==> config.mk <==
export PLATFORM = sky130hd
export DESIGN_NAME = mips_register_file_flat
export DESIGN_NICKNAME = d
export VERILOG_FILES = /design/src/rtl/mips_register_file_pkg.sv /design/src/rtl/mips_register_file_if.sv /design/src/rtl/mips_register_file_reg32_en.sv /design/src/rtl/mips_register_file.sv /design/src/flat_wrapper.sv
export SDC_FILE = /design/constraint.sdc
export NUM_CORES = 1
export LEC_CHECK = 0
export ABC_AREA = 1
export CAP_MARGIN = 20
export CORE_MARGIN = 1.5
export CORE_UTILIZATION = 40
export CTS_CLUSTER_DIAMETER = 100
export CTS_CLUSTER_SIZE = 30
export DETAILED_ROUTE_END_ITERATION = 6
export PLACE_DENSITY_LB_ADDON = 0.15
export SLEW_MARGIN = 20
export SYNTH_ARGS = -nofsm -noshare
export SYNTH_HDL_FRONTEND = slang
export SYNTH_SLANG_ARGS = --single-unit
==> constraint.sdc <==
create_clock -name clk -period 12.22 [get_ports clk]
set_clock_uncertainty 0.2 [all_clocks]
set_input_delay 1.222 -clock clk [delete_from_list [all_inputs] [get_ports clk]]
set_output_delay 1.222 -clock clk [all_outputs]
set_load 0.01 [all_outputs]
==> src/rtl/mips_register_file_pkg.sv <==
// Shared constants for the mini MIPS datapath: register file geometry and the
// hardwired zero register index.
package mips_register_file_pkg;

    localparam int DATA_W   = 32;
    localparam int ADDR_W   = 3;
    localparam int NUM_REGS = 8;

    localparam logic [2:0] REG_ZERO = 3'd0;

endpackage : mips_register_file_pkg

==> src/rtl/mips_register_file_if.sv <==
// Register file access bus: one write port and two combinational read ports.
// The datapath side is the master; the register file is the slave.
interface mips_register_file_if
    import mips_register_file_pkg::*;
#(
    parameter int DATA_W = mips_register_file_pkg::DATA_W,
    parameter int ADDR_W = mips_register_file_pkg::ADDR_W
);

    logic              reg_write;
    logic [ADDR_W-1:0] write_reg;
    logic [DATA_W-1:0] write_data;
    logic [ADDR_W-1:0] read_reg1;
    logic [ADDR_W-1:0] read_reg2;
    logic [DATA_W-1:0] read_data1;
    logic [DATA_W-1:0] read_data2;

    modport master (
        output reg_write, write_reg, write_data, read_reg1, read_reg2,
        input  read_data1, read_data2
    );

    modport slave (
        input  reg_write, write_reg, write_data, read_reg1, read_reg2,
        output read_data1, read_data2
    );

endinterface : mips_register_file_if

==> src/rtl/mips_register_file_reg32_en.sv <==
// DATA_W-bit storage register with asynchronous active-high clear and a
// synchronous load enable.
module reg32_en
    import mips_register_file_pkg::*;
#(
    parameter int DATA_W = mips_register_file_pkg::DATA_W
) (
    input  logic              clk,
    input  logic              clr,
    input  logic              en,
    input  logic [DATA_W-1:0] d,
    output logic [DATA_W-1:0] q
);

    logic [DATA_W-1:0] q_r;

    // Storage: clear wins over everything, otherwise load when enabled.
    always_ff @(posedge clk or posedge clr) begin
        if (clr) begin
            q_r <= '0;
        end else if (en) begin
            q_r <= d;
        end else begin
            q_r <= q_r;
        end
    end

    assign q = q_r;

endmodule : reg32_en

==> src/rtl/mips_register_file.sv <==
// Eight-entry register file with hardwired-zero register 0 and a same-cycle
// write-to-read bypass on both read ports.
module mips_register_file
    import mips_register_file_pkg::*;
#(
    parameter int DATA_W   = mips_register_file_pkg::DATA_W,
    parameter int ADDR_W   = mips_register_file_pkg::ADDR_W,
    parameter int NUM_REGS = mips_register_file_pkg::NUM_REGS
) (
    input  logic                 clk,
    input  logic                 reset,
    mips_register_file_if.slave  bus
);

    logic [NUM_REGS-1:0] we_s;
    logic [DATA_W-1:0]   regs_s [NUM_REGS];
    logic [DATA_W-1:0]   rd1_s;
    logic [DATA_W-1:0]   rd2_s;

    // Priority: reset force, zero register, bypass, then stored value.
    function automatic logic [DATA_W-1:0] read_sel(
        input logic              rst_i,
        input logic [ADDR_W-1:0] idx,
        input logic              wen,
        input logic [ADDR_W-1:0] widx,
        input logic [DATA_W-1:0] wdata,
        input logic [DATA_W-1:0] stored
    );
        logic [DATA_W-1:0] v;
        v = '0;
        if (rst_i) begin
            v = '0;
        end else if (idx == ADDR_W'(REG_ZERO)) begin
            v = '0;
        end else if (wen && (widx == idx)) begin
            v = wdata;
        end else begin
            v = stored;
        end
        return v;
    endfunction

    // One-hot write decode gated by reg_write; bit 0 never enables anything.
    always_comb begin
        we_s = '0;
        if (bus.reg_write && !reset) begin
            we_s[bus.write_reg] = 1'b1;
        end else begin
            we_s = '0;
        end
        we_s[0] = 1'b0;
    end

    assign regs_s[0] = '0;

    for (genvar gi = 1; gi < NUM_REGS; gi++) begin : g_reg
        reg32_en #(.DATA_W(DATA_W)) u_reg (
            .clk (clk),
            .clr (reset),
            .en  (we_s[gi]),
            .d   (bus.write_data),
            .q   (regs_s[gi])
        );
    end

    // Read port 1: index mux, bypass mux, zero/reset force.
    always_comb begin
        rd1_s = '0;
        rd1_s = read_sel(reset, bus.read_reg1, bus.reg_write, bus.write_reg,
                         bus.write_data, regs_s[bus.read_reg1]);
    end

    // Read port 2: same structure as port 1, fully independent.
    always_comb begin
        rd2_s = '0;
        rd2_s = read_sel(reset, bus.read_reg2, bus.reg_write, bus.write_reg,
                         bus.write_data, regs_s[bus.read_reg2]);
    end

    assign bus.read_data1 = rd1_s;
    assign bus.read_data2 = rd2_s;

endmodule : mips_register_file

==> src/flat_wrapper.sv <==
// flat-port wrapper written by rule: the top's interface ports become plain ports
module mips_register_file_flat import mips_register_file_pkg::*;
#(
    parameter int DATA_W   = mips_register_file_pkg::DATA_W,
    parameter int ADDR_W   = mips_register_file_pkg::ADDR_W,
    parameter int NUM_REGS = mips_register_file_pkg::NUM_REGS
)
  (clk, reset, bus_reg_write, bus_write_reg, bus_write_data, bus_read_reg1, bus_read_reg2, bus_read_data1, bus_read_data2);
  mips_register_file_if #(.DATA_W(DATA_W), .ADDR_W(ADDR_W)) bus_i ();
  input  logic clk;
  input  logic reset;
  input wire logic [$bits(bus_i.reg_write)-1:0] bus_reg_write;
  input wire logic [$bits(bus_i.write_reg)-1:0] bus_write_reg;
  input wire logic [$bits(bus_i.write_data)-1:0] bus_write_data;
  input wire logic [$bits(bus_i.read_reg1)-1:0] bus_read_reg1;
  input wire logic [$bits(bus_i.read_reg2)-1:0] bus_read_reg2;
  output wire logic [$bits(bus_i.read_data1)-1:0] bus_read_data1;
  output wire logic [$bits(bus_i.read_data2)-1:0] bus_read_data2;
  assign bus_i.reg_write = bus_reg_write;
  assign bus_i.write_reg = bus_write_reg;
  assign bus_i.write_data = bus_write_data;
  assign bus_i.read_reg1 = bus_read_reg1;
  assign bus_i.read_reg2 = bus_read_reg2;
  assign bus_read_data1 = bus_i.read_data1;
  assign bus_read_data2 = bus_i.read_data2;
  mips_register_file #(.DATA_W(DATA_W), .ADDR_W(ADDR_W), .NUM_REGS(NUM_REGS)) u_core (.clk(clk), .reset(reset), .bus(bus_i));
endmodule
# Yosys cells after proc, flatten, opt, wreduce, memory -nomap -nowiden
# Index checks and enable logic that the tools add are counted.
dict set report totals {
  reg_bits 224
  input_bits 44
  out_inout_bits 64
  wordCells 37
}
dict set report op_classes {
  n_lt_le_gt_ge 4
  eq_ne 2
  mux 15
  bitwise 2
  reduce_logical 7
}
# operator n
set ops {}
lappend ops {{32-bit 2-to-1 mux} 10}
lappend ops {{32-bit binary-select mux with 3-bit select} 2}
lappend ops {{4-bit greater-or-equal comparator (second input constant)} 2}
lappend ops {{8-bit 2-to-1 mux} 1}
lappend ops {{3-bit inverter with 4-bit output} 2}
lappend ops {{3-bit == test} 2}
lappend ops {{3-bit zero test} 2}
lappend ops {{1-bit logical AND} 4}
lappend ops {{3-bit by 4-bit less-than comparator with 1-bit output (second input constant)} 1}
lappend ops {{1-bit demux with 3-bit select} 1}
lappend ops {{3-bit by 1-bit greater-or-equal comparator with 1-bit output (second input constant)} 1}
lappend ops {{1-bit zero test} 1}
lappend ops {{1-bit 2-to-1 mux} 1}

# Logic depth before layout (Yosys ltp)
# Gate-level depths: netlist of the first run.
dict set report logic_depth {
  ltp_word 7
  ltp_mapped 10
}

# Cells and area by module
# A second synthesis of the first run with hierarchy kept.
dict set report unflattened {
  cells_unflattened 2233
  area_unflattened_um2 14677.8
}
# module n_inst cells_per_inst area_each_um2 seq_area_each_um2
set modules_own_cells {}
lappend modules_own_cells {reg32_en 7 137 1296.2 800.8}
lappend modules_own_cells {mips_register_file 1 1274 5604.1 0.0}

# Worst setup path after synthesis of the first run
# No wires, ideal clock.
dict set report synth_path {
  path_type {input to output}
  start {in reset}
  end {out bus_read_data2[10]}
  arrival_time_ps 4777
  setup_slack_ps 6021
  path_stages 5
  path_cell_list {inv_2 > nand2_1 > clkbuf_1 > o21bai_1 > nor2_1}
}
dict set report synth_via {
  elab_chain_cells 1
}
# element line
set synth_rtl {}
lappend synth_rtl {{start, declared} flat_wrapper.sv:11} ;# input logic reset;
lappend synth_rtl {{32-bit 2-to-1 mux} mips_register_file.sv:31} ;# if (rst_i) begin
lappend synth_rtl {{end, declared} flat_wrapper.sv:18} ;# output wire logic [$bits(bus_i.read_data2)-1:0] bus_read_data2;
# Every way passes these cells.

# Worst setup path in the final report of the first run
dict set report layout_path {
  start {in bus_read_reg1[0]}
  end {out bus_read_data1[11]}
}
dict set report layout_via {
  elab_chain_cells 7
  word_cells_on_any_way 10
  classes_between {1 x eq/ne; 6 x mux; 1 x bitwise; 2 x reduce/logical}
}
# element line
set layout_rtl {}
lappend layout_rtl {{start, declared} flat_wrapper.sv:15} ;# input wire logic [$bits(bus_i.read_reg1)-1:0] bus_read_reg1;
lappend layout_rtl {{3-bit inverter with 4-bit output (implied by the code)} mips_register_file.sv:70} ;# bus.write_data, regs_s[bus.read_reg1]);
lappend layout_rtl {{32-bit binary-select mux with 3-bit select} mips_register_file.sv:70}
lappend layout_rtl {{32-bit 2-to-1 mux (implied by the code) (2 in series)} mips_register_file.sv:70}
lappend layout_rtl {{32-bit 2-to-1 mux} mips_register_file.sv:35} ;# end else if (wen && (widx == idx)) begin
lappend layout_rtl {{32-bit 2-to-1 mux (*)} mips_register_file.sv:33} ;# end else if (idx == ADDR_W'(REG_ZERO)) begin
lappend layout_rtl {{32-bit 2-to-1 mux (*)} mips_register_file.sv:31}
lappend layout_rtl {{end, declared} flat_wrapper.sv:17} ;# output wire logic [$bits(bus_i.read_data1)-1:0] bus_read_data1;
# Every way passes the cells marked *; elsewhere a longest branch is shown, timed or not. The select of a mux whose other input is x is not followed.

==> results_dict.tcl, run 1 <==
set metrics [dict create \
    critPathKind "input port to primary output" \
    startpoint "bus_read_reg1[0]" \
    fin_util 0.455 \
    ff2ff_path_depth 2 \
    final_nets 2131 \
    io_pins 108 \
    drtIter0Drc 1378 \
    peakVddDrop_v 0.0000797 \
    post_drt_wl_per_cell_um 18.9 \
    power.density_mw_per_mm2 136 \
    antenna_found_initial 0 \
    clk_pin_slew_worst_paths_ns 0.11 \
    endpoint_kind "primary output" \
    cts_tree "done" \
    syn_area_sq_mm 0.0137 \
    critPathRequiredTime_ns 10.80 \
    dp_slack_ns 5.78 \
    worst_ep_arrival_time_ns 5.06 \
    avgSynthCellArea_sq_um 6.55 \
    grt_pass1_vias 12900 \
    worst_pin_slew_ns 1.03 \
    slew_viol_final 0 \
    reg2reg_slack_ns 11.27 \
    cts_max_level 1 \
    track_usage 0.272 \
    cts.hold.buffers_added 0 \
    p_switching_uw 747 \
    power_switching_share 0.361 \
    clkPwrFrac 0.244 \
    whs_endpoint "u_core.g_reg[1].u_reg.q[17]$_DFFE_PP0P_" \
    largest_register_ffs 224 \
    cts_sinks 224 \
    fin_setup_tns_ns 0 \
    p_leak_uw 0.00730 \
    layout_setup_ws_ns 5.74 \
    slew_headroom 0.310 \
    viasPerCell 5.46 \
    vias 13900 \
    hp-start "u_core.g_reg[1].u_reg.q[17]$_DFFE_PP0P_" \
    hold_viol 0 \
    portBuffers 107 \
    clk_path_buf_depth 3 \
    n_antenna_cell 0 \
    clock.fmax_mhz 154 \
    cts_made_buffers 13 \
    period_share 0.531 \
    start_util 0.407 \
    p_int_uw 1330 \
    drtPass1Iterations 6 \
    whs_path_depth 2 \
    row_count 67 \
    timing.rr.start "u_core.g_reg[2].u_reg.q[18]$_DFFE_PP0P_" \
    gp_congestion 0.817 \
    status "complete, no violations" \
    hold_ws_ns 0.297 \
    clockRootBuffer "clkbuf_16" \
    seq_power_share 0.493 \
    synth-seq-cells 224 \
    design.die.area_sq_mm 0.0353 \
    rsz0062_at_grt "false" \
    dp_hpwl_um 26700 \
    r2r_end "u_core.g_reg[2].u_reg.q[18]$_DFFE_PP0P_" \
    hold_class "flop to flop" \
    syn_nets 2131 \
    drv_cap 0 \
    synth_cell_types 23 \
    drive_gt1_frac 0.0377 \
    die_x_um 188 \
    ctsResizeCount 0 \
    grt_max_degree 88 \
    grt_overflow 0 \
    combPwrFrac 0.263 \
    area_growth_pct 11.7 \
    postCtsSetupBuffers 0 \
    clock_latency_ns 0.50 \
    yosysSeqAreaShare 0.410 \
    synthCells 2087 \
    ant_nets 0 \
    core_sq_mm 0.0336 \
    setup_viol 0 \
    grt_pass1_wl_um 75500 \
    dieHeight_um 188 \
    route.detailed.drc 0 \
    yosysWarnings 0 \
    routed_wl_um 47900 \
    cp-start-kind "input port" \
    cp_max_fo 63 \
    min_period_ns 6.48 \
]
-- kinds of logic (layout without fill, tap and decap cells) --
group / Yosys count / in the layout / share of synthesized area
AOI/OAI and AO/OA: 344 / 344 / 0.135
DFF: 224 / 224 / 0.410
and+or+nand+nor: 1217 / 1217 / 0.364
buffers and inverters: 302 / 308 / 0.0906
-- worst max path at each step --
stage / depth (start not counted) / slack (ns) / endpoint
after global routing: 7 / 5.56 / bus_read_data1[11]
after floorplan: 5 / 6.02 / bus_read_data2[10]
after detailed placement: 11 / 5.78 / bus_read_data2[27]
after global placement: 11 / 5.83 / bus_read_data2[31]
final: 7 / 5.74 / bus_read_data1[11]
after CTS: 11 / 5.77 / bus_read_data2[27]
-- per-layer routing --
metal	vias up	GRT usage	routed length, um
li1	6629	-	-
met5	-	0	0
met4	0	0.0849	1450
met3	81	0.0320	3400
met2	565	0.431	21300
met1	6593	0.388	21800
-- worst max-delay path, stage by stage --
cell and delay [ns]:
buf_4 0.47, clkinv_2 0.97, a21oi_4 0.90, inv_2 0.39
o21bai_1 0.26, nor2_1 0.24, clkdlybuf4s50_1 0.58
-- power by group through the flow --
stage	Sequential, uW	Clock (uW)	Combinational [uW]
after CTS	1020	518	545
after detailed placement	1030	0	543
after floorplan	1000	0	382
after global routing	1040	540	627
after global placement	1030	0	534
final	1020	507	545
-- layout by cell type, fill, tap and decap left out, drive strengths merged --
master | netlist | layout
buf | 80 | 31
clkinvlp | 0 | 2
clkdlybuf4s50 | 0 | 101
nand3 | 285 | 285
nor2 | 124 | 124
nor3 | 2 | 2
dfrtp | 224 | 224
inv | 154 | 157
a21boi | 1 | 1
o21bai | 46 | 46
nand2 | 806 | 806
a21oi | 19 | 19
clkinv | 1 | 4
o21ai | 278 | 278
clkbuf | 67 | 13
-- cell type report --
| type | instances | area (sq um) |
|---|---|---|
| inverter | 155 | 593 |
| sequential | 224 | 5610 |
| clock inverter | 8 | 92.6 |
| fill | 3492 | 18300 |
| timing repair buffer | 132 | 1240 |
| multi-input combinational | 1561 | 6860 |
| tap | 448 | 561 |
| clock buffer | 13 | 325 |
-- synth_stat cells --
library cell    n  share of area
buf_2          57          0.021
clkbuf_2        5         0.0018
inv_1         144          0.040
inv_2          10         0.0027
nand2_2         1        0.00046
o21bai_1       46          0.025
nor2_1        119          0.033
nand3_1       282           0.10
buf_1          16         0.0044
nand3_2         3         0.0022
nor3_4          2         0.0024
nor2_2          4         0.0018
a21oi_1        18         0.0066
dfrtp_1       224           0.41
o21ai_0       264          0.097
buf_4           7         0.0038
a21boi_0        1        0.00055
a21oi_4         1         0.0012
o21ai_1        14         0.0051
nand2_1       805           0.22
clkinv_2        1        0.00037
nor2_4          1        0.00082
clkbuf_1       62          0.017
-- metrics by stage --
| stage | total power [uW] | instances | area, sq um |
|---|---|---|---|
| 6_report | 2070 | 2541 | 15300 |
| 4_1_cts | 2080 | 2541 | 15300 |
| 2_1_floorplan | 1380 | 2087 | 13700 |
| 5_1_grt | 2210 | 2541 | 15300 |
| 3_3_place_gp | 1560 | 2519 | 14800 |
| 3_5_place_dp | 1570 | 2520 | 14900 |
Note: power is estimated with default switching activity, not from simulation.
==> run 2, diff against run 1 <==
==> constraint.sdc (replaced) <==
create_clock -name clk -period 6.03 [get_ports clk]
set_clock_uncertainty 0.2 [all_clocks]
set_input_delay 0.603 -clock clk [delete_from_list [all_inputs] [get_ports clk]]
set_output_delay 0.603 -clock clk [all_outputs]
set_load 0.01 [all_outputs]
==> results_dict.tcl, run 2 (same netlist as run 1, synthesis figures left out) <==
set metrics [dict create \
    drtPass1Iterations 7 \
    slew_viol_final 0 \
    clockRootBuffer "clkbuf_16" \
    p_int_uw 2730 \
    start_util 0.407 \
    final_cell_area_sq_mm 0.0154 \
    clock.fmax_mhz 220 \
    cp_max_fo 22 \
    io_pins 108 \
    cts_sinks 224 \
    setup_viol 0 \
    slowest_delay_ns 0.76 \
    power_switching_share 0.355 \
    hold_ws_ns 0.296 \
    hold_viol 0 \
    grt_max_degree 156 \
    clk_path_buf_depth 3 \
    portBuffers 107 \
    route.detailed.drc 2 \
    vias 13700 \
    cp_num_buf_inv 5 \
    gp_congestion 0.849 \
    die_x_um 188 \
    postCtsSetupBuffers 0 \
    combPwrFrac 0.260 \
    rsz0062_at_grt "false" \
    antenna_found_initial 0 \
    worst_pin_slew_ns 1.08 \
    area_growth_pct 12.5 \
    dp_slack_ns 1.54 \
    cp_slowest_cell "clkdlybuf4s50_1" \
    n_antenna_cell 0 \
    violations "DRC" \
    dp_hpwl_um 26600 \
    dieHeight_um 188 \
    grt_overflow 0 \
    core_sq_mm 0.0336 \
    layout_commonest_cell "nand2_1" \
    whs_path_depth 2 \
    cts_max_level 1 \
    worst-path-stages 12 \
    worst_ep_arrival_time_ns 3.75 \
    design.die.area_sq_mm 0.0353 \
    track_usage 0.271 \
    viasPerCell 5.38 \
    worstPathCellList "clkdlybuf4s50_1 -> inv_2 -> nand2_1 -> nand2_1 -> nor2_4 -> buf_4 -> nand2_2 -> buf_12 -> nand2_1 -> nor2_1 -> nor2_1 -> clkdlybuf4s50_1" \
    clock_latency_ns 0.50 \
    drive_gt1_frac 0.0410 \
    seq_power_share 0.488 \
    cts_made_buffers 13 \
    total_power_uw 4240 \
    power.density_mw_per_mm2 275 \
    clkPwrFrac 0.252 \
    slew_headroom 0.277 \
    final_nets 2138 \
    layout_setup_ws_ns 1.48 \
    grt_pass1_wl_um 75500 \
    p_leak_uw 0.00736 \
    endpoint_kind "primary output" \
    cpMostUsedCell "nand2_1" \
    postPlaceCellArea_sq_mm 0.0149 \
    cp-start-kind "input port" \
    row_count 67 \
    drv_cap 0 \
    p_switching_uw 1500 \
    grt_pass1_vias 13200 \
    largest_register_ffs 224 \
    post_drt_wl_per_cell_um 18.6 \
    ff2ff_path_depth 2 \
    ant_nets 0 \
    status "finished, violations left" \
    cts_tree "done" \
    peakVddDrop_v 0.000145 \
    layout_common_cells "nand2_1, nand3_1, o21ai_0, dfrtp_1, inv_1" \
    period_share 0.755 \
    min_period_ns 4.55 \
    hold_class "flop to flop" \
    routed_wl_um 47300 \
    critPathRequiredTime_ns 5.23 \
    fin_setup_tns_ns 0 \
    cts.hold.buffers_added 0 \
    critPathKind "input port to primary output" \
    path_delay_family "buffers and inverters" \
    drtIter0Drc 1415 \
    clk_pin_slew_worst_paths_ns 0.09 \
    ctsResizeCount 0 \
]
-- run 2: power by group through the flow --
stage | Clock, uW | Sequential (uW) | Combinational, uW
after floorplan | 0 | 2030 | 774
after global placement | 0 | 2080 | 1080
after CTS | 1090 | 2060 | 1110
after global routing | 1140 | 2110 | 1270
final | 1070 | 2070 | 1100
after detailed placement | 0 | 2090 | 1100
-- run 2: per-layer routing --
metal  vias up  track usage  routed length, um
li1       6645            -                  -
met1      6437        0.382              21400
met2       562        0.441              21500
met3        70       0.0298               3240
met4         0       0.0714               1120
met5         -            0                  0
-- run 2: final cells by class --
type                            instances  area [sq um]
Sequential cell                       224          5610
Inverter                              155           593
Tap cell                              448           561
Clock inverter                          8           115
Clock buffer                           13           325
Timing Repair Buffer                  139          1330
Multi-Input combinational cell       1561          6860
Fill cell                            3486         18200
-- run 2: worst register-to-register path: stages (launching register included) --
cell and delay, ns:
dfrtp_1 0.43, nand2_1 0.07, o21ai_0 0.11
-- run 2: path summary, 6_finish.rpt --
kind / slack [ns] / from / to
worst max-delay path: 1.48 / bus_write_reg[1] / bus_read_data1[11]
worst min-delay path: 0.30 / u_core.g_reg[1].u_reg.q[6]$_DFFE_PP0P_ / u_core.g_reg[1].u_reg.q[6]$_DFFE_PP0P_
worst max register to register: 5.08 / u_core.g_reg[2].u_reg.q[14]$_DFFE_PP0P_ / u_core.g_reg[2].u_reg.q[14]$_DFFE_PP0P_
worst min register to register: 0.30 / u_core.g_reg[1].u_reg.q[6]$_DFFE_PP0P_ / u_core.g_reg[1].u_reg.q[6]$_DFFE_PP0P_
max in group asynchronous: 3.80 / reset / u_core.g_reg[5].u_reg.q[6]$_DFFE_PP0P_
min in group asynchronous: 0.50 / reset / u_core.g_reg[3].u_reg.q[1]$_DFFE_PP0P_
-- run 2: per-stage QoR --
stage               utilization  std cells
floorplan                     -       2087
global placement          0.444       2526
detailed placement        0.445       2527
CTS                       0.458       2548
global route              0.458       2548
finish                    0.458       2548
